<file path="config.mk">
export PLATFORM = sky130hd
export DESIGN_NAME = spad_gate_pwm_gen_flat
export DESIGN_NICKNAME = d
export VERILOG_FILES = /design/src/rtl/spad_gate_pwm_gen_if.sv /design/src/rtl/spad_gate_pwm_gen.sv /design/src/flat_wrapper.sv
export SDC_FILE = /design/constraint.sdc
export NUM_CORES = 1
export LEC_CHECK = 0
export CAP_MARGIN = 40
export CELL_PAD_IN_SITES_DETAIL_PLACEMENT = 1
export CELL_PAD_IN_SITES_GLOBAL_PLACEMENT = 1
export CORE_MARGIN = 8
export CORE_UTILIZATION = 49
export DETAILED_ROUTE_END_ITERATION = 10
export PLACE_DENSITY_LB_ADDON = 0.2
export SETUP_SLACK_MARGIN = 0.15
export SLEW_MARGIN = 5
export SYNTH_ARGS = -nofsm -noshare
export SYNTH_HDL_FRONTEND = slang
export SYNTH_SLANG_ARGS = --single-unit
</file>
<file path="constraint.sdc">
create_clock -name clk -period 12.5 [get_ports clk]
set_clock_uncertainty 0.2 [all_clocks]
set_input_delay 2.5 -clock clk [delete_from_list [all_inputs] [get_ports clk]]
set_output_delay 2.5 -clock clk [all_outputs]
set_load 0.02 [all_outputs]
</file>
<file path="src/rtl/spad_gate_pwm_gen_if.sv">
// rtl/spad_gate_pwm_gen_if.sv - config handshake bundle for the SPAD gate pulse generator
//
// Ports (signals):
//   cfg_valid   : config offer (master -> slave)
//   cfg_ready   : config accept window (slave -> master)
//   cfg_period  : new period in clk cycles
//   cfg_q_width : new quench pulse width
//   cfg_r_delay : new reset pulse start phase
//   cfg_r_width : new reset pulse width
//   cfg_err     : one-cycle pulse when an offered config was rejected
interface spad_gate_pwm_gen_if #(
  parameter int CNT_W = 16
);
  logic             cfg_valid;
  logic             cfg_ready;
  logic [CNT_W-1:0] cfg_period;
  logic [CNT_W-1:0] cfg_q_width;
  logic [CNT_W-1:0] cfg_r_delay;
  logic [CNT_W-1:0] cfg_r_width;
  logic             cfg_err;

  modport master (
    output cfg_valid, cfg_period, cfg_q_width, cfg_r_delay, cfg_r_width,
    input  cfg_ready, cfg_err
  );

  modport slave (
    input  cfg_valid, cfg_period, cfg_q_width, cfg_r_delay, cfg_r_width,
    output cfg_ready, cfg_err
  );
endinterface

</file>
<file path="src/rtl/spad_gate_pwm_gen.sv">
// rtl/spad_gate_pwm_gen.sv - programmable quench/reset pulse-train generator for the SPAD front end
//
// Ports:
//   clk, rst_n    : 50 MHz clock, asynchronous active-low reset
//   enable        : run request
//   mode          : 0 = free-run, 1 = single-shot
//   trig          : single-shot start (level-sampled in IDLE only)
//   rst_out_mask  : 1 forces the reset path off
//   cfg           : config handshake (slave side)
//   quench_en_n   : quench driver enable, active-low
//   quench_pwm    : quench pulse
//   rst_en        : reset driver enable
//   rst_pwm       : reset pulse
//   busy          : state is not IDLE
//   led           : period heartbeat counter
module spad_gate_pwm_gen #(
  parameter int CNT_W       = 16,
  parameter int DEF_PERIOD  = 24,
  parameter int DEF_Q_WIDTH = 12,
  parameter int DEF_R_DELAY = 12,
  parameter int DEF_R_WIDTH = 4,
  parameter int LED_W       = 4
) (
  input  logic               clk,
  input  logic               rst_n,
  input  logic               enable,
  input  logic               mode,
  input  logic               trig,
  input  logic               rst_out_mask,
  spad_gate_pwm_gen_if.slave cfg,
  output logic               quench_en_n,
  output logic               quench_pwm,
  output logic               rst_en,
  output logic               rst_pwm,
  output logic               busy,
  output logic [LED_W-1:0]   led
);

  typedef enum logic {
    IDLE = 1'b0,
    RUN  = 1'b1
  } state_t;

  state_t           state, state_nxt;
  logic [CNT_W-1:0] phase, phase_nxt;
  logic [CNT_W-1:0] period, q_width, r_delay, r_width;
  logic             wrap;
  logic             ready;
  logic             xfer;
  logic             cfg_ok;
  logic [CNT_W:0]   r_end;
  logic [CNT_W:0]   cfg_r_end;

  // One bit wider than the timing fields so delay + width cannot wrap.
  assign r_end     = {1'b0, r_delay} + {1'b0, r_width};
  assign cfg_r_end = {1'b0, cfg.cfg_r_delay} + {1'b0, cfg.cfg_r_width};

  assign cfg_ok = (cfg.cfg_period >= CNT_W'(2)) &&
                  (cfg.cfg_q_width < cfg.cfg_period) &&
                  (cfg_r_end <= {1'b0, cfg.cfg_period});

  assign xfer          = cfg.cfg_valid && ready;
  assign cfg.cfg_ready = ready;
  assign busy          = (state != IDLE);

  always_comb begin
    state_nxt = state;
    phase_nxt = phase;
    wrap      = 1'b0;
    ready     = 1'b0;
    case (state)
      IDLE: begin
        ready     = 1'b1;
        phase_nxt = '0;
        if (enable && (!mode || trig)) state_nxt = RUN;
      end
      RUN: begin
        // Mode, trig and enable are only looked at on the last phase, so a
        // period is never cut short and a trig during RUN is simply dropped.
        wrap  = (phase == period - CNT_W'(1));
        ready = wrap;
        if (wrap) begin
          phase_nxt = '0;
          if (!enable || mode) state_nxt = IDLE;
        end else begin
          phase_nxt = phase + CNT_W'(1);
        end
      end
      default: begin
        state_nxt = IDLE;
        phase_nxt = '0;
      end
    endcase
  end

  always_ff @(posedge clk or negedge rst_n) begin
    if (!rst_n) begin
      state <= IDLE;
      phase <= '0;
    end else begin
      state <= state_nxt;
      phase <= phase_nxt;
    end
  end

  // A config is only taken in IDLE or on the last phase, so writing it
  // straight into the active set makes it apply from the next period start.
  always_ff @(posedge clk or negedge rst_n) begin
    if (!rst_n) begin
      period  <= CNT_W'(DEF_PERIOD);
      q_width <= CNT_W'(DEF_Q_WIDTH);
      r_delay <= CNT_W'(DEF_R_DELAY);
      r_width <= CNT_W'(DEF_R_WIDTH);
      cfg.cfg_err <= 1'b0;
    end else begin
      cfg.cfg_err <= xfer && !cfg_ok;
      if (xfer && cfg_ok) begin
        period  <= cfg.cfg_period;
        q_width <= cfg.cfg_q_width;
        r_delay <= cfg.cfg_r_delay;
        r_width <= cfg.cfg_r_width;
      end
    end
  end

  always_ff @(posedge clk or negedge rst_n) begin
    if (!rst_n) begin
      led <= '1;
    end else if (wrap) begin
      led <= led + LED_W'(1);
    end
  end

  // Registered decode: outputs show the phase of the previous cycle.
  always_ff @(posedge clk or negedge rst_n) begin
    if (!rst_n) begin
      quench_pwm  <= 1'b0;
      rst_pwm     <= 1'b0;
      quench_en_n <= 1'b1;
      rst_en      <= 1'b0;
    end else begin
      quench_pwm  <= (state == RUN) && (phase < q_width);
      rst_pwm     <= (state == RUN) && !rst_out_mask &&
                     ({1'b0, phase} >= {1'b0, r_delay}) && ({1'b0, phase} < r_end);
      quench_en_n <= (state != RUN);
      rst_en      <= (state == RUN) && !rst_out_mask;
    end
  end

endmodule

</file>
<file path="src/flat_wrapper.sv">
// flat-port wrapper written by rule: the top's interface ports become plain ports
module spad_gate_pwm_gen_flat 
#(
  parameter int CNT_W       = 16,
  parameter int DEF_PERIOD  = 24,
  parameter int DEF_Q_WIDTH = 12,
  parameter int DEF_R_DELAY = 12,
  parameter int DEF_R_WIDTH = 4,
  parameter int LED_W       = 4
)
  (clk, rst_n, enable, mode, trig, rst_out_mask, quench_en_n, quench_pwm, rst_en, rst_pwm, busy, led, cfg_cfg_valid, cfg_cfg_period, cfg_cfg_q_width, cfg_cfg_r_delay, cfg_cfg_r_width, cfg_cfg_ready, cfg_cfg_err);
  spad_gate_pwm_gen_if #(.CNT_W(CNT_W)) cfg_i ();
  input  logic clk;
  input  logic rst_n;
  input  logic enable;
  input  logic mode;
  input  logic trig;
  input  logic rst_out_mask;
  output logic quench_en_n;
  output logic quench_pwm;
  output logic rst_en;
  output logic rst_pwm;
  output logic busy;
  output logic [LED_W-1:0] led;
  input wire logic [$bits(cfg_i.cfg_valid)-1:0] cfg_cfg_valid;
  input wire logic [$bits(cfg_i.cfg_period)-1:0] cfg_cfg_period;
  input wire logic [$bits(cfg_i.cfg_q_width)-1:0] cfg_cfg_q_width;
  input wire logic [$bits(cfg_i.cfg_r_delay)-1:0] cfg_cfg_r_delay;
  input wire logic [$bits(cfg_i.cfg_r_width)-1:0] cfg_cfg_r_width;
  output wire logic [$bits(cfg_i.cfg_ready)-1:0] cfg_cfg_ready;
  output wire logic [$bits(cfg_i.cfg_err)-1:0] cfg_cfg_err;
  assign cfg_i.cfg_valid = cfg_cfg_valid;
  assign cfg_i.cfg_period = cfg_cfg_period;
  assign cfg_i.cfg_q_width = cfg_cfg_q_width;
  assign cfg_i.cfg_r_delay = cfg_cfg_r_delay;
  assign cfg_i.cfg_r_width = cfg_cfg_r_width;
  assign cfg_cfg_ready = cfg_i.cfg_ready;
  assign cfg_cfg_err = cfg_i.cfg_err;
  spad_gate_pwm_gen #(.CNT_W(CNT_W), .DEF_PERIOD(DEF_PERIOD), .DEF_Q_WIDTH(DEF_Q_WIDTH), .DEF_R_DELAY(DEF_R_DELAY), .DEF_R_WIDTH(DEF_R_WIDTH), .LED_W(LED_W)) u_core (.clk(clk), .rst_n(rst_n), .enable(enable), .mode(mode), .trig(trig), .rst_out_mask(rst_out_mask), .cfg(cfg_i), .quench_en_n(quench_en_n), .quench_pwm(quench_pwm), .rst_en(rst_en), .rst_pwm(rst_pwm), .busy(busy), .led(led));
endmodule
</file>
==> metrics.txt <==
post_cts resized=0; sequential cell area fraction in the yosys report=30.24%; Slew HR=43.81%; crit path buf inv count=3; Initial DRT Pass Iterations=6; max incr delay on CP=0.60 ns; # hold bufs at CTS=0; Reg2Reg Depth=10; CTS Buf Count=9; Logic pwr share=about half; critical-path cell list=clkdlybuf4s50_1 > ha_1 > inv_1 > fa_1 > nor2b_1 > o2111ai_1 > nand3_1 > o2111ai_1 > a31oi_1 > o21a_1 > nor2_1 > xnor2_1 > ha_1 > nand4_1 > nor4_1 > nand2_1 > o21ai_0 > nand4_1 > or3b_4 > buf_4 > mux2_1; first-pass GRT wire length=36.26 mm; flop and latch count out of synthesis=90; Yosys top cell area share=between 20% and 30%; htree depth=3; final core utilization=approximately 58%; Synthesized Nets=about 930; P_sw=0.6845 mW; cell row count=45; Synth top cells by count=ha_1, dfrtp_1, inv_1; synthesized area=7498 um^2; GRT Resource Usage Total=23.31%; synth top area cells=dfrtp_1, ha_1, mux2_4, dfstp_2, xnor2_1; crit path kind=in -> reg; area delta synth->final=17.15%; Clock Latency Late Sink=0.36 ns; DRT Wirelength=22.22 mm; Die Y-Extent=139.7 um; r2r endpoint=u_core.period[0]; critical-path maximum fanout=44; final worst path period need=7.427 ns; final hold vios=0; Most used DFF post-synth=dfrtp_1; r2r setup slk=7.48 ns; Min-Delay Endpoint=u_core.led[3]; share of cells above drive strength 1=between 10% and 20%; Crit path required time=between 10 and 15 ns; Root Buffer=clkbuf_16; Slew Limit Fails=0; Ant. Diodes=0; largest net degree at the start of global routing=54; Starting Density=49.69%; endpoints failing setup=0; FFs w/ async S/R, synth=between 90% and 100%; Cells after Synth=746; setup TNS=0 ns; Synth area leader=dfrtp_1; clock tree buffer depth=2; CTS tree=yes; period utilization=between 50 and 60%; unrepaired setup endpoints after global routing=false; Hold Crit Class=reg -> reg; clock sink count=90; Static Leakage=4.391 nW; initial antenna violation count=0; Pwr per Cell Area=about 190 nW/um^2; gpl congestion=0.8184; post-route ant nets=0; Int Power=0.9968 mW; Yosys warnings=0; Core Region=15090 um^2; Worst setup startpoint=cfg_cfg_r_delay[0]; worst reg2reg startpoint=u_core.period[0]; Post-CTS Setup Bufs=0; hold path cells=1; worst IR drop on VDD=111.1 uV; vias per cell=5.895; I/O pins=slightly above 80; EDFF count, synth=0; Vias=roughly 6000; Mapped Avg Cell Area=10.05 um^2; Fmax achieved=0.1346 GHz; I/O Buffers=81; Sequential Power Share=approximately 31%; actual slew at the worst max-slew pin=between 0.8 and 0.9 ns; Clock power frac=between 15 and 20%; max-cap viol count=0; outcome=completed; crit path launch type=input pin; grt ovf=0; DR WL/cell=roughly 22 um; number of global-route vias before repair=6856; crit end category=register; Crit-path slowest cell=or3b_4; sw frac=between 40% and 50%; Final #Nets=1013; die boundary width=about 140 um; Critical Path AT=7.47 ns; clk slew on worst S/H paths=roughly 0.070 ns; count leader, synth=ha_1; initial drt markers=234; Crit path max-delay family=simple AND/OR/NAND/NOR gates; Die ar.=between 15000 and 20000 um^2; Post-route DRC=0; HPWL after DPL=17.43 mm; post-synth cell types=63; hold_sp=u_core.led[3]
-- area by class of cell --
cell class              count  area, um^2
fillers                  1666        6305
multi-input cells         577        4898
flip-flops and latches     90        2267
repair buffers             84       830.8
inverters                  66       247.7
clock buffers              11       242.7
well taps                 188       235.2
clock inverters             5       62.56
-- power groups by stage --
stage / logic, mW / registers [mW] / clock network [mW]
after global routing: 0.969 / 0.534 / 0.305
after floorplan: 0.627 / 0.483 / 0
after detailed placement: 0.855 / 0.523 / 0
after global placement: 0.792 / 0.514 / 0
final: 0.870 / 0.521 / 0.290
after CTS: 0.872 / 0.519 / 0.294
-- sequential cells by signal (all words and copies together), names as in the netlist --
name	flops
u_core.quench_pwm	1
u_core.r_delay	16
u_core.q_width	16
u_core.led	4
u_core.rst_pwm	1
u_core.rst_en	1
u_core.quench_en_n	1
u_core.r_width	16
u_core.period	16
u_core.cfg.cfg_err	1
u_core.phase	16
u_core.busy	1
-- placed cells by master (no fill, tap or decap), types with 10 or more instances in the layout --
master,instances
xor2_1,23
nor2_1,54
mux2_4,57
ha_1,112
nor3_1,13
nand4_1,12
inv_1,66
o21ai_0,24
dfstp_2,12
a21o_1,28
clkdlybuf4s50_1,80
and3_1,10
a21oi_1,28
nand2_1,32
nand3_1,22
a31oi_1,10
dfrtp_1,78
xnor2_1,32
-- kinds of logic (layout without fill, tap and decap cells) --
| group | count (synthesis) | in the layout | share of synthesized area, % |
|---|---|---|---|
| xor+xnor | 55 | 55 | 6.424 |
| mux | 68 | 68 | 12.97 |
| fa+ha+maj | 114 | 114 | 19.22 |
| flops | 90 | 90 | 30.24 |
| compound gates | 141 | 141 | 12.82 |
| buf+inv | 79 | 166 | 4.622 |
| simple gates | 199 | 199 | 13.72 |
-- through the flow --
stage	power, mW	hold WS [ns]	instance area [um^2]	worst slack, ns	cells
after global routing	1.808	0.2982	8785	4.664	1021
after detailed placement	1.378	0.2807	8479	4.815	1005
after floorplan	1.110	0.2814	7498	6.220	746
after global placement	1.306	0.2799	8479	4.969	1005
final	1.681	0.2878	8785	5.073	1021
after CTS	1.685	0.2900	8785	5.077	1021
-- per-layer routing --
layer	track usage (%)	part of all wire (%)	vias to the layer above
met5	0	0	-
met4	8.457	2.4	0
met3	3.933	3.6	38
met2	40.65	49	125
met1	28.31	45	2989
li1	-	-	2867
-- worst max-delay path by stage --
stage          slack (ns)                  to  cells past startpoint
6_report             5.07    u_core.period[0]                     21
2_1_floorplan        6.22   u_core.period[10]                     21
3_5_place_dp         4.81    u_core.period[0]                     21
3_3_place_gp         4.97    u_core.period[2]                     21
5_1_grt              4.66  u_core.r_delay[13]                     21
4_1_cts              5.08    u_core.period[0]                     21
Power figures use the tool's default switching activity.
